`src/rtl/mips_reg_dump_if.sv`:
```
// Valid/ready stream carrying one (index, value) register beat per handshake.
interface mips_reg_dump_if #(
    parameter int DATA_W = 32,
    parameter int IDX_W  = 5
);
    logic              dump_valid;
    logic              dump_ready;
    logic [IDX_W-1:0]  dump_idx;
    logic [DATA_W-1:0] dump_data;
    logic              dump_last;

    modport master (
        output dump_valid,
        output dump_idx,
        output dump_data,
        output dump_last,
        input  dump_ready
    );

    modport slave (
        input  dump_valid,
        input  dump_idx,
        input  dump_data,
        input  dump_last,
        output dump_ready
    );
endinterface

```
`src/rtl/mips_reg_dump.sv`:
```
// Post-halt register-file readout: walks REG[0..NUM_REGS-1] on a rising halted
// edge, streams each (index, value) beat and keeps a running sum checksum.
module mips_reg_dump #(
    parameter int NUM_REGS = 32,
    parameter int DATA_W   = 32,
    parameter int IDX_W    = 5
) (
    input  logic              clk1,
    input  logic              rst_n,
    input  logic              halted,
    output logic [IDX_W-1:0]  rf_rd_addr,
    input  logic [DATA_W-1:0] rf_rd_data,
    mips_reg_dump_if.master   dump,
    output logic              busy,
    output logic              done,
    output logic [DATA_W-1:0] csum
);

    localparam logic [1:0] IDLE  = 2'd0;
    localparam logic [1:0] FETCH = 2'd1;
    localparam logic [1:0] SEND  = 2'd2;
    localparam logic [1:0] DONE  = 2'd3;

    localparam logic [IDX_W-1:0] LAST_IDX = IDX_W'(NUM_REGS - 1);

    logic [1:0]        state;
    logic [IDX_W-1:0]  idx;
    logic [DATA_W-1:0] data_q;
    logic              halted_q;
    logic              trigger;
    logic              is_last;

    // halted_q resets to 0, so a core already halted at reset release triggers a dump
    assign trigger = halted & ~halted_q;
    assign is_last = (idx == LAST_IDX);

    always_ff @(posedge clk1 or negedge rst_n) begin
        if (!rst_n) begin
            state    <= IDLE;
            idx      <= '0;
            data_q   <= '0;
            csum     <= '0;
            halted_q <= 1'b0;
        end else begin
            halted_q <= halted;
            case (state)
                IDLE: begin
                    if (trigger) begin
                        state <= FETCH;
                        idx   <= '0;
                        csum  <= '0;
                    end
                end
                FETCH: begin
                    if (!halted) begin
                        state <= IDLE;
                    end else begin
                        data_q <= rf_rd_data;
                        state  <= SEND;
                    end
                end
                SEND: begin
                    // Abort wins over a same-cycle handshake so the beat is never counted
                    if (!halted) begin
                        state <= IDLE;
                    end else if (dump.dump_ready) begin
                        csum <= csum + data_q;
                        if (is_last) begin
                            state <= DONE;
                        end else begin
                            idx   <= idx + 1'b1;
                            state <= FETCH;
                        end
                    end
                end
                DONE: begin
                    if (!halted) begin
                        state <= IDLE;
                    end
                end
                default: state <= IDLE;
            endcase
        end
    end

    assign rf_rd_addr      = idx;
    assign dump.dump_valid = (state == SEND);
    assign dump.dump_idx   = idx;
    assign dump.dump_data  = (state == SEND) ? data_q : '0;
    assign dump.dump_last  = (state == SEND) && is_last;
    assign busy            = (state == FETCH) || (state == SEND);
    assign done            = (state == DONE);

endmodule

```
`src/flat_wrapper.sv`:
```
// flat-port wrapper written by rule: the top's interface ports become plain ports
module mips_reg_dump_flat 
#(
    parameter int NUM_REGS = 32,
    parameter int DATA_W   = 32,
    parameter int IDX_W    = 5
)
  (clk1, rst_n, halted, rf_rd_addr, rf_rd_data, busy, done, csum, dump_dump_valid, dump_dump_idx, dump_dump_data, dump_dump_last, dump_dump_ready);
  mips_reg_dump_if #(.DATA_W(DATA_W), .IDX_W(IDX_W)) dump_i ();
  input  logic clk1;
  input  logic rst_n;
  input  logic halted;
  output logic [IDX_W-1:0] rf_rd_addr;
  input  logic [DATA_W-1:0] rf_rd_data;
  output logic busy;
  output logic done;
  output logic [DATA_W-1:0] csum;
  output wire logic [$bits(dump_i.dump_valid)-1:0] dump_dump_valid;
  output wire logic [$bits(dump_i.dump_idx)-1:0] dump_dump_idx;
  output wire logic [$bits(dump_i.dump_data)-1:0] dump_dump_data;
  output wire logic [$bits(dump_i.dump_last)-1:0] dump_dump_last;
  input wire logic [$bits(dump_i.dump_ready)-1:0] dump_dump_ready;
  assign dump_dump_valid = dump_i.dump_valid;
  assign dump_dump_idx = dump_i.dump_idx;
  assign dump_dump_data = dump_i.dump_data;
  assign dump_dump_last = dump_i.dump_last;
  assign dump_i.dump_ready = dump_dump_ready;
  mips_reg_dump #(.NUM_REGS(NUM_REGS), .DATA_W(DATA_W), .IDX_W(IDX_W)) u_core (.clk1(clk1), .rst_n(rst_n), .halted(halted), .rf_rd_addr(rf_rd_addr), .rf_rd_data(rf_rd_data), .dump(dump_i), .busy(busy), .done(done), .csum(csum));
endmodule
```
`config.mk`:
```
export PLATFORM = sky130hd
export DESIGN_NAME = mips_reg_dump_flat
export DESIGN_NICKNAME = d
export VERILOG_FILES = /design/src/rtl/mips_reg_dump_if.sv /design/src/rtl/mips_reg_dump.sv /design/src/flat_wrapper.sv
export SDC_FILE = /design/constraint.sdc
export NUM_CORES = 1
export LEC_CHECK = 0
export ABC_CLOCK_PERIOD_IN_PS = 6500
export CAP_MARGIN = 20
export CELL_PAD_IN_SITES_DETAIL_PLACEMENT = 1
export CELL_PAD_IN_SITES_GLOBAL_PLACEMENT = 2
export CORE_MARGIN = 2
export CORE_UTILIZATION = 33
export DETAILED_ROUTE_END_ITERATION = 10
export PLACE_DENSITY = 0.83
export SLEW_MARGIN = 20
export SYNTH_ARGS = -nofsm -noshare
export SYNTH_HDL_FRONTEND = slang
export SYNTH_SLANG_ARGS = --single-unit
```
`constraint.sdc`:
```
create_clock -name clk1 -period 6.5 [get_ports clk1]
set_clock_uncertainty 0.05 [all_clocks]
set_input_delay 0.65 -clock clk1 [delete_from_list [all_inputs] [get_ports clk1]]
set_output_delay 0.65 -clock clk1 [all_outputs]
set_load 0.005 [all_outputs]
```
=== Yosys cells after proc, flatten, opt, wreduce, memory -nomap -nowiden ===
Index checks and enable logic that the tools add are counted.

* Add/subtract/negate cells: 2
* Equal/unequal tests: 10
* Mux-type cells: 17
* Bitwise logic cells: 2
* Reduce and logical (&&, ||, !) cells: 8

{| class="wikitable"
|+ Operators with widths
! operator !! count
|-
| 32-bit two-way mux || 4
|-
| 32-bit case mux with 2 select lines || 1
|-
| 32-bit adder || 1
|-
| 5-bit two-way mux || 4
|-
| 2-bit two-way mux || 6
|-
| 5-bit case mux with 2 select lines || 1
|-
| 2-bit case mux with 4 select lines || 1
|-
| 2-bit inequality test (second input constant) || 3
|-
| 5-bit by 1-bit adder with 5-bit output (second input constant) || 1
|-
| 5-bit equality test (second input constant) || 1
|-
| 5-bit AND reduction || 1
|-
| 2-bit equality test (second input constant) || 2
|-
| 2-bit by 1-bit inequality test with 1-bit output (second input constant) || 2
|-
| 4-bit AND reduction || 1
|-
| 3-bit by 2-bit inequality test with 1-bit output (second input constant) || 1
|-
| 3-bit AND reduction || 1
|-
| 2-bit by 1-bit equality test with 1-bit output (second input constant) || 1
|-
| 2-bit zero test || 1
|-
| 2-bit AND reduction || 1
|-
| 2-bit nonzero test || 1
|-
| 1-bit bitwise AND || 1
|-
| 1-bit logical AND || 1
|-
| 1-bit logical OR || 1
|-
| 1-bit inverter || 1
|}

* Register bits: 72
* Word-level logic and storage cells: 44

=== Longest topological paths before layout ===
Gate-level depths: netlist of run 1.

* Depth in word-level cells: 5
* Mapped depth: 11
* Depth with buffers taken out: 11

=== Worst setup path before layout of run 1 ===
OpenSTA, ideal clock, no wires.

* Path type: register to register
* Start: register u_core.csum[0]
* End: register u_core.csum[28]
* Library setup time: 0.121 ns
* Arrival: 2.427 ns
* Path slack: 3.902 ns
* Stages on the path, launching flop included: 12
* Path buffers: 0
* Clock period less this slack: 2.598 ns
* Cell sequence: dfrtp_1 ha_1 inv_1 fa_1 and2b_1 o2111ai_1 a21oi_1 o31ai_1 a211o_1 a31o_1 xnor2_1 a22o_1

* Cells in the longest elaborated chain, start to end: 4

{| class="wikitable"
|+ Ends and longest elaborated chain
! what !! line !! text
|-
| start: declaration || mips_reg_dump.sv:16 || <nowiki>output logic [DATA_W-1:0] csum</nowiki>
|-
| start signal: assignment || mips_reg_dump.sv:67 || <nowiki>csum <= csum + data_q;</nowiki>
|-
| 32-bit adder || mips_reg_dump.sv:67 ||
|-
| 32-bit two-way mux || mips_reg_dump.sv:66 || <nowiki>end else if (dump.dump_ready) begin</nowiki>
|-
| 32-bit two-way mux || mips_reg_dump.sv:64 || <nowiki>if (!halted) begin</nowiki>
|-
| 32-bit case mux with 2 select lines || mips_reg_dump.sv:46 || <nowiki>case (state)</nowiki>
|}

No other way between the ends. The select of a mux whose other input is x is not followed.
A chain may end at the register's enable or synchronous reset.

=== Worst setup path after layout of run 1 ===
* Start: register u_core.state[0]
* End: output port dump_dump_last

* Cells in the longest elaborated chain, start to end: 2

{| class="wikitable"
|+ Ends and longest elaborated chain
! what !! line !! text
|-
| start: declaration || mips_reg_dump.sv:26 || <nowiki>logic [1:0] state;</nowiki>
|-
| start signal: assignment || mips_reg_dump.sv:39 || <nowiki>state <= IDLE;</nowiki>
|-
| start signal: assignment || mips_reg_dump.sv:49 || <nowiki>state <= FETCH;</nowiki>
|-
| start signal: assignment || mips_reg_dump.sv:56 || <nowiki>state <= IDLE;</nowiki>
|-
| 2-bit equality test || mips_reg_dump.sv:90 || <nowiki>assign dump.dump_last = (state == SEND) && is_last;</nowiki>
|-
| 1-bit logical AND || mips_reg_dump.sv:90 ||
|-
| end: declaration || flat_wrapper.sv:21 || <nowiki>output wire logic [$bits(dump_i.dump_last)-1:0] dump_dump_last;</nowiki>
|}

No other way between the ends.

==> results of run 1 <==
## cell type report
type,count,area [µm²]
clock buffer,11,253
multi-input combinational,385,2730
tap,180,225
timing repair buffer,117,1160
inverter,12,45.0
clock inverter,4,20.0
sequential,72,1800
fill,1565,7600
## cell usage after synthesis, drive strengths merged, types with 7 or more instances
| cell type | n | area (µm²) |
|---|---|---|
| nand3 | 7 | 35.0 |
| nand2 | 61 | 229 |
| a21o | 8 | 60.1 |
| nor2 | 29 | 109 |
| buf | 8 | 48.8 |
| o21ai | 42 | 210 |
| ha | 38 | 475 |
| and2 | 36 | 226 |
| mux2 | 32 | 360 |
| dfrtp | 72 | 1800 |
| clkbuf | 13 | 48.8 |
| xnor2 | 13 | 114 |
| xor2 | 14 | 123 |
| a21oi | 34 | 181 |
| inv | 12 | 45.0 |
## path summary, 6_finish.rpt
| kind | end | depth (start not counted) |
|---|---|---|
| worst max register to register | u_core.csum[30] | 11 |
| min in group clk1 | u_core.csum[0] | 2 |
| worst max-delay path | dump_dump_last | 5 |
| worst min-delay path | u_core.dump.dump_idx[3] | 1 |
| worst min register to register | u_core.csum[0] | 2 |
| max in group asynchronous | u_core.data_q[31] | 1 |
## kinds of logic (layout without fill, tap and decap cells)
family | count (synthesis) | in the layout | synth area share (%)
compound gates | 124 | 124 | 17.8
xor+xnor | 27 | 27 | 5.06
fa+ha+maj | 39 | 39 | 10.6
buf+inv | 33 | 144 | 3.05
flops | 72 | 72 | 38.6
mux | 32 | 32 | 7.72
simple gates | 163 | 163 | 17.1
## worst reg2reg max path, cell delays in order (launching register included)
cell	delay [ns]
dfrtp_1	0.40
ha_1	0.23
inv_1	0.07
fa_1	0.18
and2b_1	0.21
o2111ai_1	0.23
a21oi_1	0.17
o31ai_1	0.49
a21oi_1	0.24
a221oi_2	0.28
xor2_1	0.16
o21ai_1	0.07
## per-stage QoR
stage	hold WS [ns]	power (µW)	setup WS [ns]	cells	utilization, %
3_3_place_gp	0.442	2200	3.66	766	43.1
4_1_cts	0.448	2740	3.52	781	45.0
3_5_place_dp	0.462	2250	3.55	766	43.1
6_report	0.396	2700	3.56	781	45.0
2_1_floorplan	0.304	1710	3.90	490	-
5_1_grt	0.493	2950	3.41	781	45.0
## sequential cells by signal, indices dropped and copies added (netlist names)
| signal | flops |
|---|---|
| u_core.dump.dump_idx | 5 |
| u_core.data_q | 32 |
| u_core.state | 2 |
| u_core.halted_q | 1 |
| u_core.csum | 32 |
## routing by layer
metal  wire length [µm]  track usage (%)
met1               6070             24.0
met2               6420             30.7
met3                601             3.69
met4                204             6.61
met5                  0                0
## power by group
group | switching [µW] | internal [µW] | total [µW] | leakage (µW)
clock | 193 | 274 | 467 | 0.000141
combinational | 753 | 703 | 1460 | 0.00163
sequential | 158 | 622 | 780 | 0.000925
total | 1100 | 1600 | 2700 | 0.00269
==> out/qor.txt, run 1 <==
largest net degree at the start of global routing: 73
number of endpoints with negative hold slack in the final report: 0
worst path required time: 5.80 ns
grt total ovfl: 0
root buffer cell: clkbuf_16
cell area after technology mapping: 4670 µm²
via count of the first global-routing pass: 4267
Worst-Margin Slew: 0.945 ns
total negative slack: 0 ns
most common library cell in the layout ignoring fill and taps: clkdlybuf4s50_1
CTS HTree Levels: 3
startpoint of the worst register-to-register path: u_core.csum[0]
number of nets in the finished design: 672
top library cells by usage in the layout, fill and taps aside: 112 x clkdlybuf4s50_1, 72 x dfrtp_1, 61 x nand2_1
number of antenna violations at the first check in global routing: 0
Routed Wire Length: 13.3 mm
kind of cell adding the most delay to the critical path: buffers and inverters
final-report max-slew violation count: 0
clock tree from TritonCTS: done
unrepaired setup endpoints after global routing: no
drt first-iter violations: 159
fraction of final layout cells with drive strength greater than 1: 10.6%
arrival time at the worst endpoint: 2.24 ns
Rows: 43
Post-synth ARST share: 100%
number of antenna repair diodes: 0
minimum clock period after layout: 2.94 ns
Global Route Usage Sum: 18.5%
maximum single-stage delay on the critical path: 0.53 ns
Power Dens Cells: 434 nW/µm²
maximum VDD drop: 160 µV
highest fanout seen on the critical path: 41
count of distinct cell types in the synthesized netlist: 62
worst setup path startpoint: u_core.state[0]
relative slew slack: 36.9%
number of enable flip-flop cells after synthesis: 0
leading register cell type out of synthesis: dfrtp_1
class of the most critical setup path: flop to output pin
Avg WL per Cell: 17.0 µm
type of the most critical hold path: input pin to async pin
critical path capture point type: output pin
post-route design area: 6230 µm²
Worst-Skew Late Latency: 0.34 ns
reg2reg setup slack: 3.58 ns
die outline width: 123 µm
Bufs on Longest Clock Path: 2
die area: 15100 µm²
antenna-violating nets left: 0
Setup Fix Bufs, Post-CTS: 0
reported max-cap violation count: 0
initial core utilization: 33.8%
cell breakdown of the critical path: inv_1, ha_1, buf_4, and2_1, clkdlybuf4s50_1
last weighted congestion value of the routability-driven placer: 0.812
Post-CTS Hold Buffers: 0
Seq/Total Area, Yosys: 38.6%
layout-stage area growth over the synthesis result: 33.4%
detailed-route DRC error count: 0
total clock sinks: 72
setup-violating endpoint count in the final report: 0
via count of the routed design: 4013
Net Count, Synth: 565
area of the core: 13800 µm²
via density per instance: 5.14
part of the cycle the worst path needs: 45.3%
cts bufs inserted: 9
register clock-pin slew on the reported worst setup and hold paths: 0.06 ns
leakage power summed over all cells: 0.00269 µW
launching element type of the critical path: flop
CP max-delay cell: clkdlybuf4s50_1
FF+latch count, synth: 72
Max Fclk: 340 MHz
Buf/Inv on CP: 3
detailed-routing iteration count for the pre-antenna-repair pass: 4
height of the die: 123 µm
global-route wire length before repair: 21.8 mm
post-CTS sizing: 0
Placed Instance Area: 5960 µm²
I/O Pins: 114
syn avg cell area: 9.53 µm²
cell count after synthesis: 490
Synth Warn #: 0
IO buf count: 113
final HPWL from detailed placement: 9.60 mm
run status: completed
No activity file was read; power rests on OpenSTA's default activity.
==> run 2: changes to the inputs <==
ABC_CLOCK_PERIOD_IN_PS = 2630   (was 6500)
CORE_UTILIZATION = 27   (was 33)
PLACE_DENSITY = 0.72   (was 0.83)
clock period = 2.63 ns   (was 6.5 ns; I/O delays follow)
==> out/qor.txt, run 2 (synthesized netlist as in run 1, its figures left out) <==
grt total ovfl: 0
cell with the most instances on the worst path: o2111ai_2
reported max-cap violation count: 0
cts bufs inserted: 9
Worst-Skew Late Latency: 0.35 ns
failing checks: negative setup slack
number of endpoints with negative hold slack in the final report: 0
run status: finished with violations
final-report max-slew violation count: 0
fraction of final layout cells with drive strength greater than 1: 21.3%
last weighted congestion value of the routability-driven placer: 0.769
post-route design area: 6930 µm²
final HPWL from detailed placement: 10.3 mm
CTS HTree Levels: 3
setup-violating endpoint count in the final report: 2
number of antenna repair diodes: 0
setup slack of the critical path after layout: -0.0198 ns
register clock-pin slew on the reported worst setup and hold paths: 0.06 ns
Global Route Usage Sum: 15.7%
Power Dens Cells: 1110 nW/µm²
global-route wire length before repair: 22.7 mm
power share of the sequential group: 24.9%
I/O Pins: 114
drt first-iter violations: 119
IO buf count: 113
total placed cells including tap cells: 850
most common library cell in the layout ignoring fill and taps: clkdlybuf4s50_1
critical path capture point type: flop
type of the most critical hold path: input pin to async pin
area of the core: 17100 µm²
Worst Reg-to-Reg Cells: 11
top library cells by usage in the layout, fill and taps aside: 112 x clkdlybuf4s50_1, 71 x dfrtp_1, 61 x nand2_1
clock tree from TritonCTS: done
Routed Wire Length: 14.0 mm
largest net degree at the start of global routing: 73
maximum single-stage delay on the critical path: 0.38 ns
Clock Power Share: 20.1%
unrepaired setup endpoints after global routing: yes
Switching Share: 38.3%
via count of the first global-routing pass: 4403
relative slew slack: 35.4%
Worst-Margin Slew: 0.969 ns
hold slack: 0.0307 ns
Bufs on Longest Clock Path: 2
minimum clock period after layout: 2.65 ns
via count of the routed design: 4177
CP max-delay cell: dfrtp_1
initial core utilization: 27.3%
Max Fclk: 377 MHz
layout-stage area growth over the synthesis result: 48.4%
Avg WL per Cell: 16.0 µm
internal power: 4740 µW
Post-CTS Hold Buffers: 0
Buf/Inv on CP: 1
class of the most critical setup path: flop to flop
reg2reg setup slack: -0.02 ns
height of the die: 136 µm
launching element type of the critical path: flop
worst setup slack after placement: -0.288 ns
number of antenna violations at the first check in global routing: 0
total clock sinks: 72
maximum VDD drop: 333 µV
die area: 18400 µm²
part of the cycle the worst path needs: 101%
P_sw: 2940 µW
Placed Instance Area: 6320 µm²
final standard cell count with taps included and fillers excluded: 874
via density per instance: 4.78
worst path required time: 2.82 ns
cell breakdown of the critical path: ha_2, inv_2, fa_2, and2b_1, o2111ai_2, a21oi_4, o2111ai_2, a21oi_2, o31a_1, or3_1, a32o_1
startpoint of the worst register-to-register path: u_core.data_q[0]
number of nets in the finished design: 719
kind of cell adding the most delay to the critical path: compound AO/OA/AOI/OAI gates
detailed-route DRC error count: 0
antenna-violating nets left: 0
die outline width: 136 µm
highest fanout seen on the critical path: 3
Rows: 48
root buffer cell: clkbuf_16
Logic pwr share: 55.0%
detailed-routing iteration count for the pre-antenna-repair pass: 4
total negative slack: -0.0308 ns
leakage power summed over all cells: 0.00299 µW
destination of the worst register-to-register timing path: u_core.csum[18]
arrival time at the worst endpoint: 2.84 ns
==> run 2: cell type report <==
cell class	instances	area, µm²
Timing Repair Buffer	164	1530
Fill cell	1979	10200
Multi-Input combinational cell	385	2900
Sequential cell	72	1800
Tap cell	225	282
Clock buffer	10	239
Clock inverter	6	130
Inverter	12	45.0
==> run 2: what timing repair did <==
action	4_1_cts	5_1_grt
endpoints found under the setup margin	13	16
buffers inserted	2	6
gates resized for setup	13	27
pin swaps	14	13
==> run 2: routing by layer <==
metal	vias to the layer above	track usage, %	routed length (µm)
met5	-	0	0
met4	0	3.47	116
met2	71	26.4	6870
met3	10	3.85	517
met1	2053	20.5	6490
li1	2043	-	-
==> run 2: power groups by stage <==
stage	logic (µW)	registers [µW]	clock network, µW
finish	4220	1920	1540
global route	4700	1990	1640
CTS	4120	1920	1590
detailed placement	4020	1930	0
global placement	3950	1910	0
floorplan	2400	1830	0
==> run 2: per-stage QoR <==
stage          power (µW)  utilization (%)
2_1_floorplan        4230                -
3_3_place_gp         5870             36.9
3_5_place_dp         5960             36.9
4_1_cts              7630             39.6
5_1_grt              8330             40.5
6_report             7680             40.5
==> run 2: worst max-delay path by stage <==
stage	from	endpoint	depth (start not counted)	slack (ns)
final	u_core.data_q[0]	u_core.csum[18]	11	-0.02
after detailed placement	u_core.csum[0]	u_core.csum[28]	11	-0.29
after global placement	u_core.csum[0]	u_core.csum[28]	11	-0.19
after CTS	u_core.csum[0]	u_core.csum[28]	11	-0.09
after global routing	u_core.csum[0]	u_core.csum[18]	11	-0.16
after floorplan	u_core.csum[0]	u_core.csum[28]	11	0.03
==> run 3: changes to the inputs <==
CORE_MARGIN = default   (was 2)
==> out/qor.txt, run 3 (synthesized netlist as in run 1, its figures left out) <==
global-route wire length before repair: 23.1 mm
storage element area: 1800 µm²
run status: finished with violations
via density per instance: 4.82
setup slack of the critical path after layout: -0.0420 ns
final HPWL from detailed placement: 10.7 mm
Routed Wire Length: 14.1 mm
final-report max-slew violation count: 0
minimum clock period after layout: 2.67 ns
I/O Pins: 114
Layout fillers: 1876
fraction of final layout cells with drive strength greater than 1: 20.3%
cts bufs inserted: 9
die outline width: 134 µm
reported max-cap violation count: 0
total placed cells including tap cells: 847
Rows: 47
Worst-Skew Late Latency: 0.35 ns
number of nets in the finished design: 719
post-route design area: 6870 µm²
hold slack: 0.0311 ns
launching element type of the critical path: flop
die area: 17800 µm²
arrival time at the worst endpoint: 2.85 ns
final standard cell count with taps included and fillers excluded: 869
root buffer cell: clkbuf_16
Avg WL per Cell: 16.2 µm
initial core utilization: 27.9%
Critical path destination: u_core.csum[28]
area of the core: 16800 µm²
Placed Instance Area: 6310 µm²
critical path capture point type: flop
clock tree from TritonCTS: done
height of the die: 134 µm
failing checks: negative setup slack
Global Route Usage Sum: 16.6%
worst path required time: 2.80 ns
via count of the routed design: 4189
reg2reg setup slack: -0.04 ns
unrepaired setup endpoints after global routing: yes
antenna-violating nets left: 0
setup-violating endpoint count in the final report: 6
top library cells by usage in the layout, fill and taps aside: 112 x clkdlybuf4s50_1, 71 x dfrtp_1, 61 x nand2_1
Bufs on Longest Clock Path: 2
IO buf count: 113
highest fanout seen on the critical path: 3
class of the most critical setup path: flop to flop
part of the cycle the worst path needs: 102%
layout-stage area growth over the synthesis result: 47.1%
number of antenna violations at the first check in global routing: 0
total clock sinks: 72
detailed-route DRC error count: 0
startpoint of the worst register-to-register path: u_core.data_q[0]
type of the most critical hold path: input pin to async pin
register clock-pin slew on the reported worst setup and hold paths: 0.06 ns
maximum VDD drop: 421 µV
area of the multi-input gates: 2870 µm²
grt total ovfl: 0
leakage power summed over all cells: 0.00298 µW
Max Fclk: 374 MHz
number of endpoints with negative hold slack in the final report: 0
detailed-routing iteration count for the pre-antenna-repair pass: 5
number of antenna repair diodes: 0
worst setup path startpoint: u_core.data_q[0]
relative slew slack: 34.4%
destination of the worst register-to-register timing path: u_core.csum[28]
most common library cell in the layout ignoring fill and taps: clkdlybuf4s50_1
Worst-Margin Slew: 0.984 ns
last weighted congestion value of the routability-driven placer: 0.780
Power Dens Cells: 1110 nW/µm²
via count of the first global-routing pass: 4440
largest net degree at the start of global routing: 73
CTS HTree Levels: 3
drt first-iter violations: 145
Worst Reg-to-Reg Cells: 11
==> run 3: cell counts in the layout (fill, tap and decap cells not counted) <==
Identical to the previous run, type by type.
==> run 3: worst min-delay path by stage <==
| stage | depth (start not counted) | end | from |
|---|---|---|---|
| after floorplan | 0 | u_core.csum[0] | rst_n |
| after global placement | 1 | u_core.dump.dump_idx[1] | rst_n |
| after detailed placement | 1 | u_core.dump.dump_idx[3] | rst_n |
| after CTS | 1 | u_core.dump.dump_idx[3] | rst_n |
| after global routing | 1 | u_core.state[1] | rst_n |
| final | 1 | u_core.dump.dump_idx[1] | rst_n |
==> run 3: power breakdown <==
group | internal, µW | leakage [µW] | total (µW) | switching, µW
Combinational | 2110 | 0.00187 | 4160 | 2050
Clock | 1050 | 0.000182 | 1530 | 490
Sequential | 1540 | 0.000923 | 1930 | 388
==> run 3: per-layer routing <==
layer  track usage (%)  part of all wire (%)  up-vias
li1                  -                     -     2039
met2              28.7                    50       79
met4              3.66                  0.86        0
met5                 0                     0        -
met1              20.6                    46     2064
met3              4.41                   3.9        7
==> run 3: final cells by class <==
cell class / count / area share, %
timing repair buffer: 164 / 22.0
clock buffer: 10 / 3.48
sequential: 72 / 26.2
inverter: 12 / 0.656
multi-input combinational: 385 / 41.7
tap: 220 / 4.01
clock inverter: 6 / 1.89
==> run 3: critical path, cell delays in order, from the launching register on <==
cell and delay (ns):
dfrtp_1 0.36, ha_2 0.19, inv_2 0.04, fa_2 0.33, and2b_2 0.26, o2111ai_4 0.13, a21oi_4 0.23, o31ai_4 0.11
a211o_1 0.34, a31o_1 0.20, xnor2_1 0.13, a22o_1 0.19
==> run 3: repair_timing <==
item                       CTS  global route
resized for setup           11            16
setup buffers                3             3
pin swaps                    5             8
setup endpoints to repair   12            13
hold buffers                 0             0
==> run 3: metrics by stage <==
stage | utilization, % | setup TNS, ns | setup WS, ns | total power, µW
finish | 41.0 | -0.149 | -0.0420 | 7620
global route | 41.0 | -1.43 | -0.181 | 8230
CTS | 40.4 | -0.242 | -0.0961 | 7620
detailed placement | 37.7 | -1.18 | -0.275 | 5970
global placement | 37.7 | -0.641 | -0.184 | 5840
floorplan | - | 0 | 0.0325 | 4230
